--- config.mk ---
export PLATFORM = sky130hd
export DESIGN_NAME = bp_be_ptw
export DESIGN_NICKNAME = d
export VERILOG_FILES = /design/src/rtl/bp_be_pkg.sv /design/src/rtl/bp_be_ptw_pte_decode.sv /design/src/rtl/bp_be_ptw.sv
export SDC_FILE = /design/constraint.sdc
export NUM_CORES = 1
export LEC_CHECK = 0
export ABC_CLOCK_PERIOD_IN_PS = 3200
export BUFFER_PORTS_ARGS = -buffer_cell sky130_fd_sc_hd__buf_4
export CAP_MARGIN = 30
export CORE_ASPECT_RATIO = 1.25
export CORE_UTILIZATION = 30
export DETAILED_ROUTE_END_ITERATION = 7
export GPL_TIMING_DRIVEN = 0
export SLEW_MARGIN = 20
export SYNTH_ARGS = -nofsm -noshare
export SYNTH_HDL_FRONTEND = slang
export SYNTH_HIERARCHICAL = 1
export SYNTH_SLANG_ARGS = --single-unit
--- constraint.sdc ---
create_clock -name clk_i -period 3.2 [get_ports clk_i]
set_input_delay 0.64 -clock clk_i [delete_from_list [all_inputs] [get_ports clk_i]]
set_output_delay 0.64 -clock clk_i [all_outputs]
set_load 0.005 [all_outputs]
--- src/rtl/bp_be_pkg.sv ---
// Shared Sv39 types and constants for the backend page-table walker.
package bp_be_pkg;

  localparam int sv39_levels_gp        = 3;
  localparam int sv39_vpn_seg_width_gp = 9;
  localparam int sv39_pte_bytes_gp     = 8;

  typedef enum logic [2:0] {
    e_ptw_idle,
    e_ptw_send,
    e_ptw_wait,
    e_ptw_fill,
    e_ptw_fault
  } bp_be_ptw_state_e;

  typedef struct packed {
    logic [9:0]  reserved;
    logic [43:0] ppn;
    logic [1:0]  rsw;
    logic        d;
    logic        a;
    logic        g;
    logic        u;
    logic        x;
    logic        w;
    logic        r;
    logic        v;
  } bp_be_sv39_pte_s;

endpackage

--- src/rtl/bp_be_ptw_pte_decode.sv ---
// Combinational Sv39 PTE decode: validity, leaf/superpage alignment, next-level PPN
// and the fill PPN with the untranslated low VPN segments merged in.
module bp_be_ptw_pte_decode
  import bp_be_pkg::*;
#(
  parameter int vtag_width_p = 27,
  parameter int ptag_width_p = 28,
  parameter int pte_width_p  = 64
) (
  input  logic [pte_width_p-1:0]  i_pte,
  input  logic [1:0]              i_level,
  input  logic [vtag_width_p-1:0] i_vtag,
  output logic                    o_invalid,
  output logic                    o_leaf,
  output logic                    o_misaligned,
  output logic                    o_accessed,
  output logic [ptag_width_p-1:0] o_next_ppn,
  output logic [ptag_width_p-1:0] o_leaf_ptag
);

  localparam int seg_lp = sv39_vpn_seg_width_gp;

  bp_be_sv39_pte_s         w_pte;
  logic [ptag_width_p-1:0] w_ppn;
  logic                    w_unused;

  assign w_pte = i_pte;
  assign w_ppn = w_pte.ppn[ptag_width_p-1:0];

  // Reserved/RSW/D/G/U and PPN bits above the physical tag play no part in translation
  assign w_unused = ^{w_pte.reserved, w_pte.ppn[43:ptag_width_p], w_pte.rsw,
                      w_pte.d, w_pte.g, w_pte.u, i_vtag[vtag_width_p-1:2*seg_lp]};

  assign o_invalid  = ~w_pte.v | (w_pte.w & ~w_pte.r);
  assign o_leaf     = w_pte.r | w_pte.x;
  assign o_accessed = w_pte.a;
  assign o_next_ppn = w_ppn;

  // A superpage leaf must have zero PPN bits below its level; those come from the VPN
  always_comb begin
    o_misaligned = 1'b0;
    o_leaf_ptag  = w_ppn;
    case (i_level)
      2'd2: begin
        o_misaligned = |w_ppn[2*seg_lp-1:0];
        o_leaf_ptag  = {w_ppn[ptag_width_p-1:2*seg_lp], i_vtag[2*seg_lp-1:0]};
      end
      2'd1: begin
        o_misaligned = |w_ppn[seg_lp-1:0];
        o_leaf_ptag  = {w_ppn[ptag_width_p-1:seg_lp], i_vtag[seg_lp-1:0]};
      end
      default: ;
    endcase
  end

endmodule

--- src/rtl/bp_be_ptw.sv ---
// Sv39 hardware page-table walker: turns TLB misses into 1-3 PTE reads and a fill or fault.
// Build option BP_BE_PTW_ACCESSED_CHECK_EN: leaves with A=0 fault instead of filling.
module bp_be_ptw
  import bp_be_pkg::*;
#(
  parameter int vtag_width_p = 27,
  parameter int ptag_width_p = 28,
  parameter int pte_width_p  = 64
) (
  input  logic                       clk_i,
  input  logic                       reset_n_i,
  input  logic [ptag_width_p-1:0]    satp_ppn_i,
  input  logic                       miss_v_i,
  input  logic [vtag_width_p-1:0]    miss_vtag_i,
  output logic                       busy_o,
  output logic                       mem_req_v_o,
  output logic [ptag_width_p+11:0]   mem_req_addr_o,
  input  logic                       mem_req_ready_i,
  input  logic                       mem_resp_v_i,
  input  logic [pte_width_p-1:0]     mem_resp_data_i,
  output logic                       w_v_o,
  output logic [vtag_width_p-1:0]    w_vtag_o,
  output logic [ptag_width_p-1:0]    w_ptag_o,
  output logic                       fault_v_o,
  output logic [vtag_width_p-1:0]    fault_vtag_o
);

  localparam int         seg_lp        = sv39_vpn_seg_width_gp;
  localparam int         off_lp        = $clog2(sv39_pte_bytes_gp);
  localparam logic [1:0] root_level_lp = 2'(sv39_levels_gp - 1);

  function automatic logic [seg_lp-1:0] vpn_seg(input logic [vtag_width_p-1:0] vtag,
                                                input logic [1:0]              level);
    case (level)
      2'd2:    return vtag[3*seg_lp-1:2*seg_lp];
      2'd1:    return vtag[2*seg_lp-1:seg_lp];
      default: return vtag[seg_lp-1:0];
    endcase
  endfunction

  bp_be_ptw_state_e        r_state;
  logic [vtag_width_p-1:0] r_vtag;
  logic [ptag_width_p-1:0] r_ppn;
  logic [1:0]              r_level;
  logic                    r_busy;
  logic                    r_req_v;
  logic                    r_w_v;
  logic [vtag_width_p-1:0] r_w_vtag;
  logic [ptag_width_p-1:0] r_w_ptag;
  logic                    r_fault_v;
  logic [vtag_width_p-1:0] r_fault_vtag;

  logic                    w_invalid;
  logic                    w_leaf;
  logic                    w_misaligned;
  logic                    w_accessed;
  logic                    w_acc_fault;
  logic                    w_fault;
  logic [ptag_width_p-1:0] w_next_ppn;
  logic [ptag_width_p-1:0] w_leaf_ptag;

  bp_be_ptw_pte_decode #(
    .vtag_width_p (vtag_width_p),
    .ptag_width_p (ptag_width_p),
    .pte_width_p  (pte_width_p)
  ) u_decode (
    .i_pte        (mem_resp_data_i),
    .i_level      (r_level),
    .i_vtag       (r_vtag),
    .o_invalid    (w_invalid),
    .o_leaf       (w_leaf),
    .o_misaligned (w_misaligned),
    .o_accessed   (w_accessed),
    .o_next_ppn   (w_next_ppn),
    .o_leaf_ptag  (w_leaf_ptag)
  );

`ifdef BP_BE_PTW_ACCESSED_CHECK_EN
  assign w_acc_fault = ~w_accessed;
`else
  logic w_unused_acc;
  assign w_unused_acc = w_accessed;
  assign w_acc_fault  = 1'b0;
`endif

  // A non-leaf at the last level has nowhere left to point
  assign w_fault = w_invalid
                 | (w_leaf & (w_misaligned | w_acc_fault))
                 | (~w_leaf & (r_level == 2'd0));

  always_ff @(posedge clk_i or negedge reset_n_i) begin
    if (!reset_n_i) begin
      r_state      <= e_ptw_idle;
      r_vtag       <= '0;
      r_ppn        <= '0;
      r_level      <= '0;
      r_busy       <= 1'b0;
      r_req_v      <= 1'b0;
      r_w_v        <= 1'b0;
      r_w_vtag     <= '0;
      r_w_ptag     <= '0;
      r_fault_v    <= 1'b0;
      r_fault_vtag <= '0;
    end else begin
      r_w_v     <= 1'b0;
      r_fault_v <= 1'b0;
      case (r_state)
        e_ptw_idle: begin
          if (miss_v_i) begin
            r_vtag  <= miss_vtag_i;
            r_ppn   <= satp_ppn_i;
            r_level <= root_level_lp;
            r_busy  <= 1'b1;
            r_req_v <= 1'b1;
            r_state <= e_ptw_send;
          end
        end
        e_ptw_send: begin
          if (mem_req_ready_i) begin
            r_req_v <= 1'b0;
            r_state <= e_ptw_wait;
          end
        end
        e_ptw_wait: begin
          if (mem_resp_v_i) begin
            if (w_fault) begin
              r_fault_v    <= 1'b1;
              r_fault_vtag <= r_vtag;
              r_state      <= e_ptw_fault;
            end else if (w_leaf) begin
              r_w_v    <= 1'b1;
              r_w_vtag <= r_vtag;
              r_w_ptag <= w_leaf_ptag;
              r_state  <= e_ptw_fill;
            end else begin
              r_ppn   <= w_next_ppn;
              r_level <= r_level - 2'd1;
              r_req_v <= 1'b1;
              r_state <= e_ptw_send;
            end
          end
        end
        e_ptw_fill, e_ptw_fault: begin
          r_busy  <= 1'b0;
          r_state <= e_ptw_idle;
        end
        default: begin
          r_busy  <= 1'b0;
          r_req_v <= 1'b0;
          r_state <= e_ptw_idle;
        end
      endcase
    end
  end

  // Address is a pure function of walk registers, so it holds while the request stalls
  assign mem_req_addr_o = {r_ppn, vpn_seg(r_vtag, r_level), {off_lp{1'b0}}};
  assign mem_req_v_o    = r_req_v;
  assign busy_o         = r_busy;
  assign w_v_o          = r_w_v;
  assign w_vtag_o       = r_w_vtag;
  assign w_ptag_o       = r_w_ptag;
  assign fault_v_o      = r_fault_v;
  assign fault_vtag_o   = r_fault_vtag;

endmodule

; After elaboration in Yosys (flattened, before gate mapping)
; Index checks and enable logic that the tools add are counted.
[op_classes]
add_sub_neg = 1
n_eq_ne = 11
mux = 33
bitwise_logic = 13
reduce_logical = 14
[op_table]
columns = op, count
row1 = $mux W28, 4
row2 = $pmux W28 S2, 1
row3 = $pmux W18 S2, 1
row4 = $pmux W9 S2, 1
row5 = $reduce_or A18 Y1, 1
row6 = $mux W1, 12
row7 = $mux W3, 4
row8 = $mux W2, 5
row9 = $ne A2 B2 Y1 const B, 5
row10 = $pmux W3 S3, 1
row11 = $reduce_or A9 Y1, 1
row12 = $eq A3 B2 Y1 const B, 2
row13 = $not A1 Y1, 6
row14 = $reduce_and A3 Y1, 2
row15 = $reduce_and A6 Y1, 1
row16 = $reduce_and A5 Y1, 1
row17 = $or A1 B1 Y1, 4
row18 = $pmux W1 S2, 2
row19 = $pmux W1 S4, 1
row20 = $pmux W2 S2, 1
row21 = $reduce_and A2 Y1, 2
row22 = $reduce_and A4 Y1, 1
row23 = $reduce_or A2 Y1, 2
row24 = $and A1 B1 Y1, 3
row25 = 8 further kinds, 8
[totals]
reg_bits = 146
in_bits = 124
out_inout_bits = 126
word_cells = 83

; Depth between registers and ports, before layout
[logic_depth]
ltp_word = 8
mapped_depth = 11
depth_no_buf = 9

; Hierarchy
; Netlist, hierarchy kept.
[by_module_without_submodules]
columns = module, n_inst, cells_each, area_each_um2, seq_area_each_um2
row1 = bp_be_ptw, 1, 417, 6293.5, 3653.5
row2 = bp_be_ptw_pte_decode, 1, 80, 596.8, 0.0

; Worst setup path before layout
; Ideal clock, no wire load.
[synth_path]
kind = input -> register
startpoint = input mem_resp_data_i[22]
endpoint = register r_w_ptag[14] (netlist: w_ptag_o[14])
setup_ns = 0.125
arrival_time_ns = 2.593
required_ns = 3.075
path_slack_ns = 0.482
cell_stages = 8
path_buffers = 2
cell_sequence = nor4_2 > nand3_1 > a22o_1 > or3b_1 > or4_4 > buf_6 > buf_6 > mux2_4
[synth_between]
elab_chain_cells = 7
[synth_rtl]
columns = element, line_no
row1 = from (decl), bp_be_ptw.sv:20  ; input logic [pte_width_p-1:0] mem_resp_data_i,
row2 = $reduce_or A18 Y1, bp_be_ptw_pte_decode.sv:45  ; o_misaligned = |w_ppn[2*seg_lp-1:0];
row3 = $pmux W1 S2, bp_be_ptw_pte_decode.sv:43  ; case (i_level)
row4 = via w_misaligned, bp_be_ptw.sv:55  ; logic w_misaligned;
row5 = $and A1 B1 Y1, bp_be_ptw.sv:88  ; | (w_leaf & (w_misaligned | w_acc_fault))
row6 = $or A1 B1 Y1, bp_be_ptw.sv:88
row7 = $or A1 B1 Y1, bp_be_ptw.sv:89  ; | (~w_leaf & (r_level == 2'd0));
row8 = $not A1 Y1 (no source line), -
row9 = $reduce_and A4 Y1 (no source line), -
row10 = to (signal assigned), bp_be_ptw.sv:133  ; r_w_ptag <= w_leaf_ptag;
row11 = to (decl), bp_be_ptw.sv:49  ; logic [ptag_width_p-1:0] r_w_ptag;
; The timed path passes the listed nets, and every way through them passes these cells.
; A chain may end at the register's enable or synchronous reset.

; Worst setup path in the final report
[layout_path]
startpoint = register r_level[0]
endpoint = register r_w_ptag[21] (netlist: w_ptag_o[21])
[layout_between]
elab_chain_cells = 7
word_cells_on_any_way = 10
classes_between = eq/ne (2) / mux (1) / bitwise (5) / reduce/logical (2)
[layout_rtl]
columns = element, line_no
row1 = from (decl), bp_be_ptw.sv:44  ; logic [1:0] r_level;
row2 = from (signal assigned), bp_be_ptw.sv:112  ; r_level <= root_level_lp;
row3 = from (signal assigned), bp_be_ptw.sv:137  ; r_level <= r_level - 2'd1;
row4 = $eq A2 B1 Y1 / $eq A2 B2 Y1 (equally long branches), bp_be_ptw_pte_decode.sv:43
row5 = $pmux W1 S2 *, bp_be_ptw_pte_decode.sv:43
row6 = via w_misaligned, bp_be_ptw.sv:55
row7 = $and A1 B1 Y1 *, bp_be_ptw.sv:88
row8 = $or A1 B1 Y1 *, bp_be_ptw.sv:88
row9 = $or A1 B1 Y1 *, bp_be_ptw.sv:89
row10 = $not A1 Y1 (no source line) *, -
row11 = $reduce_and A4 Y1 (no source line) *, -
; The timed path passes the listed nets; every way through them passes the cells marked *.

==> run metrics <==
status=finished clean; number of global-route vias before repair=4,836; Routed WL per cell=18.6 um; antenna-violating nets left=0; register area=3650 um^2; final hold vios=0; H-tree levels=4; Crit Path Class=reg2reg; Vias=4,635; Post-Syn Area=6880 um^2; MaxCap Viol Count=0; Post-Syn Area per Cell=13.9 um^2; worst slew pin tran=0.796 ns; initial antenna violation count=0; worst skew pair latency=0.43 ns; Initial DRC Count=113; maximum clock path buffer count=2; Final GP Congestion=0.787; GRT Total Usage=16.5%; DRC Markers=0; worst hold slack=0.144 ns; VDD IR max=0.000401 V; Layout area overhead=37.5%; Initial Util=30.8%; total die area=23,600 um^2; Rel. slew slack=46.6%; CTS root buffer=clkbuf_16; Ant. Diodes=0; number of I/O pins=250; Post-Syn Instances=496; core area=22,400 um^2; required time of the critical path=3.50 ns; Final Net Count=852; Ys Warns=6; layout cells sized above 1=63.6%; drt first pass iters=4; Critical Path Fanout Max=10; Reg2Reg Depth=10; Detailed Place HPWL=14,000 um; period utilization=92.3%; Post-CTS Hold Fix Bufs=0; RSZ-0062 raised after global routing=false; Horiz. Die Dim=137 um; leading cell type in the layout, fill and taps excluded=buf_4; Pwr Total=9.29 mW; Reg2Reg Capture Point=w_ptag_o[21]$_DFFE_PN0P_; FMAX=339 MHz; Via-to-Cell Ratio=4.55; fin crit period=2.95 ns; Fin Clk Skew=0.0105 ns; Multi-input gate area=2740 um^2; num rows=61; largest net degree at the start of global routing=79; final setup vio count=0; first-pass GRT wire length=28,500 um; # fillers=2,120; clock-pin slew on the worst setup and hold paths=0.06 ns; clk sink count=146; Inserted Clock Buffers=17; CTS tree=done; number of port buffers=204; Setup crit start kind=flip-flop; fin. max-slew vios=0; RR Startpoint=r_level[0]$_DFFE_PN0P_; Pwr Density=982 nW/um^2; critical path endpoint category=flip-flop; r2r setup slk=0.25 ns; most frequent cells in the layout=246 x buf_4, 146 x dfrtp_1, 127 x mux2_2; grt ovf=0; critical path arrival=3.26 ns; Leakage=4.74 nW; worst hold path type=in2async; Die H=171 um; detailed-route wire length=19,000 um
state kept, by name, summed over array words and instances (netlist names), 2 cells and up:
register	count
r_ppn	28
w_ptag_o	28
fault_vtag_o	27
r_vtag	27
w_vtag_o	27
r_state	3
r_level	2
worst max path at each step:
stage	startpoint	endpoint	cells past startpoint
after CTS	r_level[0]$_DFFE_PN0P_	r_ppn[17]$_DFFE_PN0P_	11
after global placement	mem_resp_data_i[13]	fault_vtag_o[19]$_DFFE_PN0P_	9
after detailed placement	mem_resp_data_i[13]	fault_vtag_o[22]$_DFFE_PN0P_	9
after global routing	r_level[0]$_DFFE_PN0P_	r_ppn[8]$_DFFE_PN0P_	10
final	r_level[0]$_DFFE_PN0P_	w_ptag_o[21]$_DFFE_PN0P_	10
after floorplan	mem_resp_data_i[22]	w_ptag_o[14]$_DFFE_PN0P_	8
routing by layer:
metal	routed length, um	track usage [%]	vias to the layer above
met2	9420	27.2	134
met5	0	0	-
met1	7990	20.5	2312
li1	-	-	2173
met3	1330	5.31	16
met4	223	4.78	0
where the power goes:
part,total [mW],switching (mW),internal [mW]
registers,3.38,0.685,2.70
clock network,2.18,0.828,1.35
logic,3.73,1.40,2.33
total,9.29,2.91,6.38
area by class of cell:
cell class / instances / share of cell area, %
timing repair buffer: 206 / 16.6
tap: 283 / 3.74
multi-input combinational: 275 / 28.9
sequential: 146 / 38.6
clock inverter: 11 / 1.85
clock buffer: 21 / 4.87
buffer: 69 / 5.03
inverter: 8 / 0.317
worst max-delay path: stages (launching register included):
cell	delay [ns]
dfrtp_1	0.42
inv_1	0.06
ha_1	0.31
buf_2	0.27
nor2_4	0.06
a22o_1	0.22
or3b_1	0.40
or4_4	0.43
buf_6	0.18
buf_6	0.17
mux2_4	0.30
per-stage QoR:
stage / worst slack (ns) / std cells / utilization [%] / setup TNS, ns / cell area, um^2
after detailed placement: -0.266 / 986 / 39.4 / -8.03 / 8810
after floorplan: 0.482 / 498 / - / 0 / 6890
after global routing: 0.0140 / 1019 / 42.3 / 0 / 9460
after CTS: 0.00157 / 1018 / 42.3 / 0 / 9450
final: 0.248 / 1019 / 42.3 / 0 / 9460
after global placement: -0.251 / 985 / 39.2 / -8.62 / 8780
timing repair:
action                                  4_1_cts  5_1_grt
buffers inserted                              0        1
endpoints found under the setup margin        8       38
pin swaps                                     0        1
resized for setup                             1        3
(Power assumes the default switching activity.)
